## config.mk

```make
export PLATFORM = sky130hd
export DESIGN_NAME = pool_window_addr_gen
export DESIGN_NICKNAME = d
export VERILOG_FILES = /design/src/rtl/pool_window_addr_gen.sv
export SDC_FILE = /design/constraint.sdc
export NUM_CORES = 1
export LEC_CHECK = 0
export ABC_AREA = 1
export CORE_MARGIN = 5
export CORE_UTILIZATION = 40
export DETAILED_ROUTE_END_ITERATION = 16
export PLACE_DENSITY = 0.62
export SYNTH_ARGS = -nofsm -noshare
export SYNTH_HDL_FRONTEND = slang
export SYNTH_SLANG_ARGS = --single-unit
```

## constraint.sdc

```tcl
create_clock -name clk -period 2.4 [get_ports clk]
set_input_delay 0.24 -clock clk [delete_from_list [all_inputs] [get_ports clk]]
set_output_delay 0.24 -clock clk [all_outputs]
set_load 0.05 [all_outputs]
```

## src/rtl/pool_window_addr_gen.sv

```systemverilog
// Pooling-window read-address generator: walks a CHANNELS x IMG_H x IMG_W buffer
// and presents all WIN*WIN addresses of one window per accepted beat.
module pool_window_addr_gen #(
    parameter int IMG_W    = 24,
    parameter int IMG_H    = 24,
    parameter int WIN      = 2,
    parameter int STRIDE   = 2,
    parameter int CHANNELS = 1,
    parameter int LEAD_IN  = 0,
    parameter int ADDR_W   = 10
) (
    input  logic                       clk,
    input  logic                       reset,
    input  logic                       start,
    input  logic                       clear,
    input  logic                       out_ready,
    output logic                       out_valid,
    output logic [WIN*WIN*ADDR_W-1:0]  addr,
    output logic [7:0]                 out_x,
    output logic [7:0]                 out_y,
    output logic [7:0]                 out_ch,
    output logic                       last,
    output logic                       done
);

    localparam int OUT_W = (IMG_W - WIN) / STRIDE + 1;
    localparam int OUT_H = (IMG_H - WIN) / STRIDE + 1;
    localparam int NWIN  = OUT_W * OUT_H * CHANNELS;

    localparam logic [ADDR_W-1:0] COL_STEP = ADDR_W'(STRIDE);
    localparam logic [ADDR_W-1:0] ROW_STEP = ADDR_W'(STRIDE * IMG_W);
    localparam logic [ADDR_W-1:0] CH_STEP  = ADDR_W'(IMG_W * IMG_H);
    localparam logic [7:0]        X_MAX    = 8'(OUT_W - 1);
    localparam logic [7:0]        Y_MAX    = 8'(OUT_H - 1);
    localparam logic [7:0]        CH_MAX   = 8'(CHANNELS - 1);
    localparam logic [7:0]        LEAD_LEN = 8'(LEAD_IN);
    localparam logic              IS_SINGLE = (NWIN == 1);

    generate
        if (2**ADDR_W < CHANNELS * IMG_W * IMG_H) begin : g_addr_w_check
            $error("pool_window_addr_gen: ADDR_W too small for the feature-map buffer");
        end
        if (WIN < 1 || WIN > 4 || STRIDE < 1 || STRIDE > WIN) begin : g_win_check
            $error("pool_window_addr_gen: WIN/STRIDE out of range");
        end
        if (LEAD_IN < 0 || LEAD_IN > 255) begin : g_lead_check
            $error("pool_window_addr_gen: LEAD_IN out of range");
        end
    endgenerate

    typedef enum logic [1:0] {S_IDLE, S_LEAD, S_RUN, S_DONE} state_t;

    state_t             state_reg, state_next;
    logic [7:0]         lead_cnt_reg, lead_cnt_next;
    logic [7:0]         x_reg, x_next;
    logic [7:0]         y_reg, y_next;
    logic [7:0]         ch_reg, ch_next;
    logic [ADDR_W-1:0]  win_base_reg, win_base_next;
    logic [ADDR_W-1:0]  row_base_reg, row_base_next;
    logic [ADDR_W-1:0]  ch_base_reg, ch_base_next;
    logic               valid_reg, valid_next;
    logic               last_reg, last_next;
    logic               done_reg, done_next;
    logic               load_first;

    always_ff @(posedge clk or negedge reset) begin
        if (!reset) begin
            state_reg    <= S_IDLE;
            lead_cnt_reg <= '0;
            x_reg        <= '0;
            y_reg        <= '0;
            ch_reg       <= '0;
            win_base_reg <= '0;
            row_base_reg <= '0;
            ch_base_reg  <= '0;
            valid_reg    <= 1'b0;
            last_reg     <= 1'b0;
            done_reg     <= 1'b0;
        end else begin
            state_reg    <= state_next;
            lead_cnt_reg <= lead_cnt_next;
            x_reg        <= x_next;
            y_reg        <= y_next;
            ch_reg       <= ch_next;
            win_base_reg <= win_base_next;
            row_base_reg <= row_base_next;
            ch_base_reg  <= ch_base_next;
            valid_reg    <= valid_next;
            last_reg     <= last_next;
            done_reg     <= done_next;
        end
    end

    always_comb begin
        state_next    = state_reg;
        lead_cnt_next = lead_cnt_reg;
        x_next        = x_reg;
        y_next        = y_reg;
        ch_next       = ch_reg;
        win_base_next = win_base_reg;
        row_base_next = row_base_reg;
        ch_base_next  = ch_base_reg;
        valid_next    = valid_reg;
        last_next     = last_reg;
        done_next     = done_reg;
        load_first    = 1'b0;

        if (clear) begin
            state_next = S_IDLE;
            valid_next = 1'b0;
            last_next  = 1'b0;
            done_next  = 1'b0;
            load_first = 1'b1;
        end else begin
            case (state_reg)
                S_IDLE, S_DONE: begin
                    if (start) begin
                        load_first = 1'b1;
                        done_next  = 1'b0;
                        if (LEAD_IN > 0) begin
                            state_next    = S_LEAD;
                            lead_cnt_next = 8'd1;
                        end else begin
                            state_next = S_RUN;
                            valid_next = 1'b1;
                            last_next  = IS_SINGLE;
                        end
                    end
                end
                S_LEAD: begin
                    // counter holds the number of edges already spent in LEAD
                    if (lead_cnt_reg == LEAD_LEN) begin
                        state_next = S_RUN;
                        valid_next = 1'b1;
                        last_next  = IS_SINGLE;
                    end else begin
                        lead_cnt_next = lead_cnt_reg + 8'd1;
                    end
                end
                S_RUN: begin
                    if (out_ready) begin
                        if (last_reg) begin
                            state_next = S_DONE;
                            valid_next = 1'b0;
                            last_next  = 1'b0;
                            done_next  = 1'b1;
                            load_first = 1'b1;
                        end else begin
                            if (x_reg != X_MAX) begin
                                x_next        = x_reg + 8'd1;
                                win_base_next = win_base_reg + COL_STEP;
                            end else if (y_reg != Y_MAX) begin
                                x_next        = '0;
                                y_next        = y_reg + 8'd1;
                                row_base_next = row_base_reg + ROW_STEP;
                                win_base_next = row_base_reg + ROW_STEP;
                            end else begin
                                x_next        = '0;
                                y_next        = '0;
                                ch_next       = ch_reg + 8'd1;
                                ch_base_next  = ch_base_reg + CH_STEP;
                                row_base_next = ch_base_reg + CH_STEP;
                                win_base_next = ch_base_reg + CH_STEP;
                            end
                            last_next = (x_next == X_MAX) && (y_next == Y_MAX) && (ch_next == CH_MAX);
                        end
                    end
                end
                default: state_next = S_IDLE;
            endcase
        end

        if (load_first) begin
            x_next        = '0;
            y_next        = '0;
            ch_next       = '0;
            win_base_next = '0;
            row_base_next = '0;
            ch_base_next  = '0;
        end
    end

    // Each slice is a fixed offset from the next window base, so it stays put during stalls.
    genvar gi;
    generate
        for (gi = 0; gi < WIN * WIN; gi++) begin : g_slice
            localparam logic [ADDR_W-1:0] OFF = ADDR_W'((gi / WIN) * IMG_W + (gi % WIN));
            logic [ADDR_W-1:0] slice_reg;

            always_ff @(posedge clk or negedge reset) begin
                if (!reset) slice_reg <= OFF;
                else        slice_reg <= win_base_next + OFF;
            end

            assign addr[gi*ADDR_W +: ADDR_W] = slice_reg;
        end
    endgenerate

    assign out_valid = valid_reg;
    assign out_x     = x_reg;
    assign out_y     = y_reg;
    assign out_ch    = ch_reg;
    assign last      = last_reg;
    assign done      = done_reg;

endmodule

```

Word level (Yosys, flattened, before mapping)
Index checks and enable logic that the tools add are counted.
- register bits: 97
- input bits: 5
- output and inout port bits: 67
- logic and storage cells: 136
- $add $sub $neg: 10
- equal/unequal tests: 15
- muxes and demuxes: 79
- bitwise gates (word level): 2
- reductions and logical operators: 16
- operators with widths (kind ; number):
    2-to-1 mux 8 bit ; 32
    2-to-1 mux 10 bit ; 20
    adder 8 x 1 -> 8 bit, second input constant ; 4
    adder 10 x 5 -> 10 bit, second input constant ; 2
    2-to-1 mux 1 bit ; 17
    == test 8 x 4 -> 1 bit, second input constant ; 2
    logical NOT 8 bit ; 2
    != test 8 x 4 -> 1 bit, second input constant ; 2
    != test 3 bit, second input constant ; 4
    AND reduction 4 bit ; 3
    adder 10 x 1 -> 10 bit, second input constant ; 1
    adder 10 bit, second input constant ; 1
    adder 10 x 2 -> 10 bit, second input constant ; 1
    adder 10 x 6 -> 10 bit, second input constant ; 1
    2-to-1 mux 2 bit ; 5
    case mux 1 bit (3 select lines) ; 2
    case mux 2 bit (3 select lines) ; 1
    AND reduction 3 bit ; 2
    AND reduction 6 bit ; 1
    AND reduction 5 bit ; 1
    == test 2 bit, second input constant ; 2
    != test 2 x 1 -> 1 bit, second input constant ; 2
    != test 2 bit, second input constant ; 2
    case mux 1 bit (2 select lines) ; 2
    7 further kinds ; 10

Logic depth before layout (Yosys ltp)
Gate-level depths: netlist of run 1.
- word-level depth: 14
- depth in mapped cells: 17
- gate-level depth less buffers: 16

Worst setup path before layout of run 1
Ideal clock, no wire load.
- path type: register -> register
- from: register x_reg[1] (netlist: out_x[1])
- to: register g_slice[1].slice_reg[7]
- setup time: 0.124 ns
- data arrival time: 2.474 ns
- path slack: -0.198 ns
- stages on the path, launching flop included: 15
- buffers on the path: 0
- period minus slack after synthesis: 2.598 ns
- cells stage by stage: dfrtp_1 > ha_1 > nand3_1 > nor2_2 > inv_2 > a21oi_1 > nand2_1 > o21ai_2 > nand2_1 > inv_1 > ha_1 > nand2_1 > nor2_2 > nand2_1 > xor2_1
- word-level cells in the longest chain between the ends: 8
- ends and longest elaborated chain (item ; line ; RTL):
    from (decl) ; 55 ; logic [7:0] x_reg, x_next;
    from (signal assigned) ; 82 ; x_reg <= x_next;
    != test 8 x 4 -> 1 bit ; 149 ; if (x_reg != X_MAX) begin
    2-to-1 mux 10 bit ; 149 ;
    2-to-1 mux 10 bit ; 142 ; if (last_reg) begin
    2-to-1 mux 10 bit ; 141 ; if (out_ready) begin
    2-to-1 mux 10 bit ; 115 ; case (state_reg)
    2-to-1 mux 10 bit ; 108 ; if (clear) begin
    2-to-1 mux 10 bit ; 173 ; if (load_first) begin
    net win_base_next[3] ; 58 ; logic [ADDR_W-1:0] win_base_reg, win_base_next;
    adder 10 x 1 -> 10 bit ; 192 ; else slice_reg <= win_base_next + OFF;
    to (signal assigned) ; 192 ;
    to (decl) ; 188 ; logic [ADDR_W-1:0] slice_reg;
The timed path passes the listed nets, and every way through them passes these cells.
A chain may end at the register's enable or synchronous reset.

Worst setup path after layout of run 1
- from: register y_reg[1] (netlist: out_y[1])
- to: register g_slice[3].slice_reg[9]
- word-level cells in the longest chain between the ends: 9
- ends and longest elaborated chain (item ; line ; RTL):
    from (decl) ; 56 ; logic [7:0] y_reg, y_next;
    from (signal assigned) ; 83 ; y_reg <= y_next;
    != test 8 x 4 -> 1 bit ; 152 ; end else if (y_reg != Y_MAX) begin
    2-to-1 mux 10 bit ; 152 ;
    2-to-1 mux 10 bit ; 149 ;
    2-to-1 mux 10 bit ; 142 ;
    2-to-1 mux 10 bit ; 141 ;
    2-to-1 mux 10 bit ; 115 ;
    2-to-1 mux 10 bit ; 108 ;
    2-to-1 mux 10 bit ; 173 ;
    net win_base_next[1] ; 58 ;
    adder 10 x 5 -> 10 bit ; 192 ;
    to (signal assigned) ; 192 ;
    to (decl) ; 188 ;
The timed path passes the listed nets, and every way through them passes these cells.

==> results.txt, run 1 <==
The netlist uses 40 different library cells. After routing, the total negative slack on setup checks comes to 0 ns. For the via count, the log shows 4,515. The type of the worst setup path is flop to flop. In this run, CTS created clock tree buffers numbering 9. Setup repair after global routing left no endpoint under its margin.

The area growth from synthesis to layout is 28.29%. Max-cap check violation count: 0. The total grt overflow is 0, and the netlist area before placement is 5060 um2. The largest single stage delay on the critical path is 0.44 ns. For the final count of pins violating max slew, the log shows 0.

The H-tree was split into 3 levels. The later pin in the worst-skew pair is clocked with a latency of 0.34 ns. At the end of the flow, the number of nets in the layout was 753. The register with the most flip-flops in the layout has 34 of them. By area the synthesized netlist is led by sky130_fd_sc_hd__dfrtp_1 (40%), sky130_fd_sc_hd__nand2_1 (13%), sky130_fd_sc_hd__inv_1 (6.3%). For the TritonCTS sink count, the log shows 85.

Data arrives at the worst endpoint at 2.45 ns. The horizontal die dimension is 122.5 um, and the die footprint is 15,000 um2. The HPWL reported at the end of detailed placement was 9819 um. The worst-case IR drop observed on VDD is 458.7 uV. The floorplan step set the die height to 122.5 um. The critical-path maximum fanout works out to 7. The post-detailed-route DRC marker count was 0. The root cell of the clock tree was sky130_fd_sc_hd__clkbuf_16. The run finished with clean final reports.

The total leakage power is 3.125 nW. The pin count of the biggest net entering global routing was 51; the post-layout worst setup margin was 0.1770 ns. The dominant combinational cell family by area after synthesis was simple AND/OR/NAND/NOR gates. The area fraction in and, or, nand and nor cells after synthesis is 31.73%, and the row count is 41. After synthesis, the most frequently instantiated cells are sky130_fd_sc_hd__nand2_1 (171), sky130_fd_sc_hd__inv_1 (85), sky130_fd_sc_hd__dfrtp_1 (80).

Flip-flop cell with the highest count after synthesis: sky130_fd_sc_hd__dfrtp_1. The mean routed wirelength per cell is 14.15 um. The run gives 12,520 um2 as the core footprint. For the number of diodes, the log shows 0.

The clock tree buffer depth was 2; the initial antenna violation count was 0. The count of buffers added on input and output ports is 71. Across every metal layer, demand over resource in global routing totals 18.03%. Cell with the most instances after synthesis: sky130_fd_sc_hd__nand2_1. After synthesis, the mean cell area works out to 7.918 um2. The Yosys step of the flow raised 0 warnings.

The worst-case clock skew is 0.006137 ns, and the ratio of total power to cell area is 586.6 nW/um2. The cell count after synthesis came out at 639. Derived from the worst setup path, the maximum achievable clock frequency is 0.4498 GHz. The detailed router finished its first iteration with 312 violations.

Using the TritonRoute via totals, the vias-per-cell ratio works out to 4.962. TritonCTS built the clock tree. The effective utilization at floorplan is 40.42%, and the pre-CTS setup slack is 0.06173 ns. The post-synthesis share of cell area spent on xor and xnor gates is 4.500%, and the fraction of layout cells with a size suffix above 1 is 15.85%.

72 I/O pins were placed. The top-area cell type share of the netlist area is 39.56%. The portion of synthesized area spent on multiplexers is 0%. STA classifies the critical path startpoint as a flop. Setup violations remaining at the end of the flow were counted as 0.

At the pin with the least slew margin, the transition time is 0.6682 ns. The number of endpoints with negative hold slack in the final report came out at 0. Count of antenna-violating nets left after detailed routing: 0.

The flip-flop and latch count after synthesis is 85. The tools report the total nets after synthesis as 659. The minimum clock period was 2.223 ns. For the number of detailed-routing iterations run before antenna repair, the log shows 5.

The first-pass GRT wire length came out at 21,290 um. The critical path goes through ha_1 -> nand3_1 -> nor2_4 -> buf_4 -> o21ai_0 -> nand2_1 -> a21oi_4 -> nand3_2 -> nand2_2 -> nand2_1 -> nand2_1 -> nand2_1. The wire length reported by the detailed router is 12,880 um. The synthesized design spends more area on one cell type than any other, namely sky130_fd_sc_hd__dfrtp_1.

The most numerous cell on the critical path is sky130_fd_sc_hd__nand2_1. After layout, the worst path uses 92.63% of the clock period. At the worst endpoint, the required time is 2.63 ns. Routability-driven placement finished with a final weighted congestion of 0.8679. Counting flops with an async set or reset pin after synthesis yields a share of 100.0%. Yosys mapped a number of flops with a built-in enable equal to 0. After clock tree synthesis, the clock-pin slew on the worst setup and hold paths is 0.06 ns. The path class of the lowest-slack min-delay path is primary input to asynchronous set/reset pin. In this run the register-to-register setup slack is 0.18 ns.

The slowest cell on the critical path was sky130_fd_sc_hd__dfrtp_2. Kind of end point of the critical path: a flop. The via count of the first global-routing pass came out at 4,398.

The post-synthesis adder-cell area fraction was 3.709%. After synthesis, flip-flops and latches occupy 42.16% of the total area. The synthesized netlist devotes 8.680% of its cell area to compound gates.

The run gives 55.46% as the headroom to the max-slew limit.
==> report_power, final <==
part / total, mW / leakage, nW / switching (mW) / internal (mW)
Clock: 1.54 / 0.159 / 0.595 / 0.947
Sequential: 1.61 / 1.13 / 0.0876 / 1.52
Combinational: 0.655 / 1.83 / 0.438 / 0.217
==> kinds of logic after synthesis <==
logic type	count (synthesis)
flip-flops	85
XOR/XNOR	26
AND/OR/NAND/NOR	330
adder cells (fa/ha/maj)	15
AO/OA/AOI/OAI	72
buffers and inverters	111
==> per-layer routing <==
metal | routed length, um | vias to the layer above | track usage, %
met5 | 0 | - | 0
met4 | 299 | 0 | 7.908
met3 | 641 | 22 | 2.903
met1 | 5880 | 2137 | 24.43
met2 | 6059 | 114 | 28.55
li1 | - | 2242 | -
==> repair_timing <==
item,4_1_cts,5_1_grt
hold buffers,1,0
endpoints found under the setup margin,0,17
endpoints found under the hold margin,49,0
buffers inserted,0,2
gates resized for setup,0,7
==> placed cells by master (no fill, tap or decap), types with 4 or more instances in the layout <==
cell type	instances
sky130_fd_sc_hd__nand2_1	170
sky130_fd_sc_hd__inv_1	85
sky130_fd_sc_hd__dfrtp_1	72
sky130_fd_sc_hd__clkdlybuf4s50_1	70
sky130_fd_sc_hd__nand3_1	52
sky130_fd_sc_hd__nor2_1	41
sky130_fd_sc_hd__o21ai_0	31
sky130_fd_sc_hd__buf_4	27
sky130_fd_sc_hd__o22ai_1	20
sky130_fd_sc_hd__xor2_1	19
sky130_fd_sc_hd__nand4_1	16
sky130_fd_sc_hd__ha_1	13
sky130_fd_sc_hd__nor2_2	11
sky130_fd_sc_hd__nand2_2	9
sky130_fd_sc_hd__nor3_1	9
sky130_fd_sc_hd__clkbuf_16	9
sky130_fd_sc_hd__inv_2	8
sky130_fd_sc_hd__dfrtp_2	8
sky130_fd_sc_hd__xnor2_1	7
sky130_fd_sc_hd__nor2_4	6
sky130_fd_sc_hd__o21ai_1	5
sky130_fd_sc_hd__nand3_2	5
sky130_fd_sc_hd__dfstp_2	5
sky130_fd_sc_hd__nor2_8	4
==> stage by stage <==
stage | power (mW) | std cells | util (%) | hold slack [ns] | instance area (um2)
final | 3.808 | 910 | 51.86 | 0.4755 | 6491
after detailed placement | 2.273 | 891 | 48.74 | 0.3293 | 6101
after CTS | 3.835 | 908 | 51.48 | 0.4848 | 6444
after global routing | 3.977 | 910 | 51.86 | 0.5033 | 6491
after floorplan | 2.059 | 639 | - | -0.05559 | 5085
after global placement | 2.258 | 891 | 48.74 | 0.3275 | 6101
==> final cells by class <==
type	count	area [um2]
multi-input combinational	443	2507
tap	172	215.2
clock inverter	6	93.84
fill	1221	6026
clock buffer	10	239.0
inverter	95	359.1
sequential	85	2143
timing repair buffer	99	933.4
==> critical path: cells and delay by family, from the launching register on <==
family                   cells  cell delay, ns
buffers and inverters        1            0.16
AND/OR/NAND/NOR              8            0.78
AO/OA/AOI/OAI                2            0.52
adder cells (fa/ha/maj)      1            0.21
flip-flops                   1            0.44
==> path summary, 6_finish.rpt <==
check | end | cells after the start | from
worst max-delay path | g_slice[3].slice_reg[9] | 12 | out_y[1]
worst min-delay path | last | 2 | reset
max in group asynchronous | g_slice[3].slice_reg[3] | 3 | reset
min in group clk | lead_cnt_reg[7] | 1 | lead_cnt_reg[7]
worst max register to register | g_slice[3].slice_reg[9] | 12 | out_y[1]
worst min register to register | lead_cnt_reg[7] | 1 | lead_cnt_reg[7]
(Power assumes the default switching activity.)
==> inputs of run 2 (changes only) <==
--- a/config.mk
+++ b/config.mk
@@ -9,6 +9,7 @@
 export CORE_MARGIN = 5
 export CORE_UTILIZATION = 40
 export DETAILED_ROUTE_END_ITERATION = 16
+export HOLD_SLACK_MARGIN = 0.12
 export PLACE_DENSITY = 0.62
 export SYNTH_ARGS = -nofsm -noshare
 export SYNTH_HDL_FRONTEND = slang
==> constraint.sdc (replaced) <==
create_clock -name clk -period 2.4 [get_ports clk]
set_input_delay 0.48 -clock clk [delete_from_list [all_inputs] [get_ports clk]]
set_output_delay 0.48 -clock clk [all_outputs]
set_load 0.05 [all_outputs]
==> run 2 against run 1 <==
  * Die area unchanged
  * Final cell count rose by 2.4%
  * Critical path depth increased by 4
  * Global-route usage increased by 0.75 points
  * Count of clock-buffer cells in the layout grew 1
  * Sequential power about the same
  * Clock skew increased by 0.0016 ns
  * Design area grew 2.2%
  * Sequential share of layout area fell by 0.71 points
  * Total power increased by 1.0%
  * Routed wire length increased by 3.8%
  * Largest cell class unchanged
  * Highest routed layer unchanged
==> results.txt, run 2 (synthesis gave the netlist of run 1 again) <==
The flow ran to the end, and the final reports show no timing, DRC or antenna violations. The most common library cell in the layout ignoring fill and taps is sky130_fd_sc_hd__nand2_1. The total leakage power came out at 3.235 nW (+3.5%). For the clock buffer count from CTS, the log shows 9 (unchanged). The number of port buffers is 71 (unchanged). The via count is 4,606 (+2.0%), and the overall die height is 122.5 um (unchanged).

The core footprint came out at 12,520 um2 (unchanged). The post-detailed-route DRC marker count is 0 (unchanged). The critical-path maximum fanout was 6 (-1). The net total in the final layout is 775 (+2.9%).

The minimum clock period is 2.302 ns (+0.07847 ns), and the number of diodes is 0 (unchanged). The worst endpoint data arrival time is 2.58 ns (+0.13 ns), and the TritonCTS sink count is 85 (unchanged). The row count is 41 (unchanged), and the peak clock frequency supported by timing is 0.4345 GHz (-3.4%).

The actual transition at the worst max-transition pin is 0.7337 ns (+0.06554 ns). Setup repair after global routing left no endpoint under its margin. The signal on the critical path passes through inv_1 -> ha_1 -> buf_4 -> nand3_1 -> nand2_1 -> nand2_2 -> nand2_4 -> inv_2 -> o21ai_1 -> inv_1 -> nand3_1 -> nor2_4 -> nand3_1 -> nand2_1 -> nand2_1 -> inv_1. The pre-CTS setup slack is -0.2002 ns (-0.2619 ns), and the setup TNS is 0 ns (unchanged).

The largest individual stage delay along the critical path comes from the cell sky130_fd_sc_hd__dfrtp_1. For the headroom to the max-slew limit, the log shows 51.09% (-4.4 points). The tools report the kind of end point of the critical path as a flop. The worst-case clock skew came out at 0.007692 ns (+0.001555 ns). The required time of the critical path is 2.68 ns (+0.05 ns). The number of I/O pins is 72 (unchanged), and the number of endpoints with negative hold slack in the final report is 0 (unchanged). The startpoint type of the worst setup path is a flop. The number of detailed-routing iterations run before antenna repair was 7 (+2); the synthesis-to-finish area growth was 31.11%. The HPWL reported at the end of detailed placement was 10,250 um (+4.4%); the all-layer global routing usage was 18.78% (+0.75 points).

Total grt overflow: 0 (unchanged). The post-place instance area was 6289 um2 (+3.1%). The top cell types in the final layout, fill and taps aside, are sky130_fd_sc_hd__nand2_1 (170), sky130_fd_sc_hd__inv_1 (85), sky130_fd_sc_hd__dfrtp_1 (72), sky130_fd_sc_hd__clkdlybuf4s50_1 (70), sky130_fd_sc_hd__nand3_1 (52). For the buffer count from post-CTS setup fixing, the log shows 0 (unchanged).

For the initial antenna violation count, the log shows 0 (unchanged). TritonCTS built the clock tree. The maximum vdd drop came out at 490.8 uV (+7.0%). The maximum cell stage delay along the critical path is 0.39 ns (-0.05 ns), and the flip-flop count of the largest register, all copies and words added is 34 (unchanged). By startpoint and endpoint, the worst setup path is classified as flop to flop. The horizontal die dimension works out to 122.5 um (unchanged). The final cell area excluding filler cells is 6634 um2 (+2.2%), and the effective utilization at floorplan is 40.42% (unchanged). The pin count of the biggest net entering global routing was 56 (+9.8%); the final critical-path share of the clock period was 95.90% (+3.3 points). The run gives 0 (unchanged) as the count of antenna-violating nets left after detailed routing.

Clock tree synthesis selected as its root buffer the cell sky130_fd_sc_hd__clkbuf_16. The post-layout worst setup margin was 0.09849 ns (-0.07847 ns). The violation count after the first detailed-route iteration was 329 (+5.4%); the wire length reported by the detailed router was 13,370 um (+3.8%). Via count of the first global-routing pass: 4,486 (+2.0%).

In this run the worst hold path is classified as primary input to asynchronous set/reset pin. The clock latency reported for the late side of the worst-skew pair is 0.34 ns (about the same). The detailed-route vias per instance came out at 4.942 (-0.39%). Number of levels the H-tree was split into: 3 (unchanged). The clock tree buffer depth was 2 (unchanged); the max-cap check violation count was 0 (unchanged).

The die footprint was 15,000 um2 (unchanged); the ratio of total power to cell area was 579.7 nW/um2 (-1.2%). The mean routed wirelength per cell is 14.34 um (+1.3%), and the final weighted congestion in routability-driven placement is 0.8503 (-2.0%). The first-pass GRT wire length was 22,340 um (+4.9%). Final count of pins violating max slew: 0 (unchanged). The fraction of layout cells with a size suffix above 1 was 18.29% (+2.4 points); the final setup violation count was 0 (unchanged).

The clock transition at the registers of the reported paths was 0.06 ns (about the same).
==> run 2: cell types whose count changed in the layout (fill, tap and decap cells not counted), sizes merged <==
cell / change
clkinvlp: -1
clkbuf: +1
inv: -1
clkinv: +1
buf: +23
dlygate4sd3: -1
==> run 2: critical path: cells and delay by family, from the launching register on <==
kind | cells | cell delay (ns)
AND/OR/NAND/NOR | 9 | 0.92
flip-flops | 1 | 0.39
AO/OA/AOI/OAI | 1 | 0.14
buffers and inverters | 5 | 0.50
adder cells (fa/ha/maj) | 1 | 0.27
==> run 2: metal layers <==
| metal | track usage (%) | up-vias | wire length [um] | share of wire, % |
|---|---|---|---|---|
| li1 | - | 2278 | - | - |
| met1 | 26.39 | 2172 | 6004 | 45 |
| met5 | 0 | - | 0 | 0 |
| met2 | 29.27 | 139 | 6320 | 47 |
| met3 | 3.410 | 17 | 828 | 6.2 |
| met4 | 6.368 | 0 | 216 | 1.6 |
==> run 2: metrics by stage <==
stage / total power, mW / instances / hold slack [ns] / util, %
2_1_floorplan: 2.059 / 639 / 0.1844 / -
3_3_place_gp: 2.314 / 916 / 0.4700 / 50.24
3_5_place_dp: 2.328 / 916 / 0.4808 / 50.24
4_1_cts: 3.887 / 932 / 0.2219 / 52.92
5_1_grt: 4.043 / 932 / 0.2596 / 53.00
6_report: 3.846 / 932 / 0.2050 / 53.00
==> run 2: cell type report <==
| type | instances | area (um2) |
|---|---|---|
| Fill cell | 1185 | 5883 |
| Sequential cell | 85 | 2143 |
| Clock buffer | 11 | 252.7 |
| Clock inverter | 5 | 82.58 |
| Inverter | 95 | 359.1 |
| Multi-Input combinational cell | 443 | 2485 |
| Timing Repair Buffer | 121 | 1096 |
| Tap cell | 172 | 215.2 |
==> run 2: what timing repair did <==
item | CTS | global route
endpoints found under the setup margin | 0 | 4
gates resized for setup | 0 | 2
hold buffers | 0 | 0
==> run 2: report_power, final <==
group | internal (mW) | switching (mW) | leakage, nW
Clock | 0.970 | 0.571 | 0.166
Combinational | 0.244 | 0.449 | 1.94
Sequential | 1.52 | 0.0886 | 1.13
Total | 2.74 | 1.11 | 3.23
==> run 2: final timing paths <==
| path | start | end | slack, ns | depth (start not counted) |
|---|---|---|---|---|
| worst min register to register | done | done | 0.50 | 2 |
| max in group asynchronous | reset | ch_base_reg[9] | 1.56 | 2 |
| worst max-delay path | state_reg[0] | g_slice[1].slice_reg[9] | 0.1 | 16 |
| worst max register to register | state_reg[0] | g_slice[1].slice_reg[9] | 0.1 | 16 |
| worst min-delay path | reset | out_ch[5] | 0.21 | 1 |
| min in group clk | done | done | 0.50 | 2 |
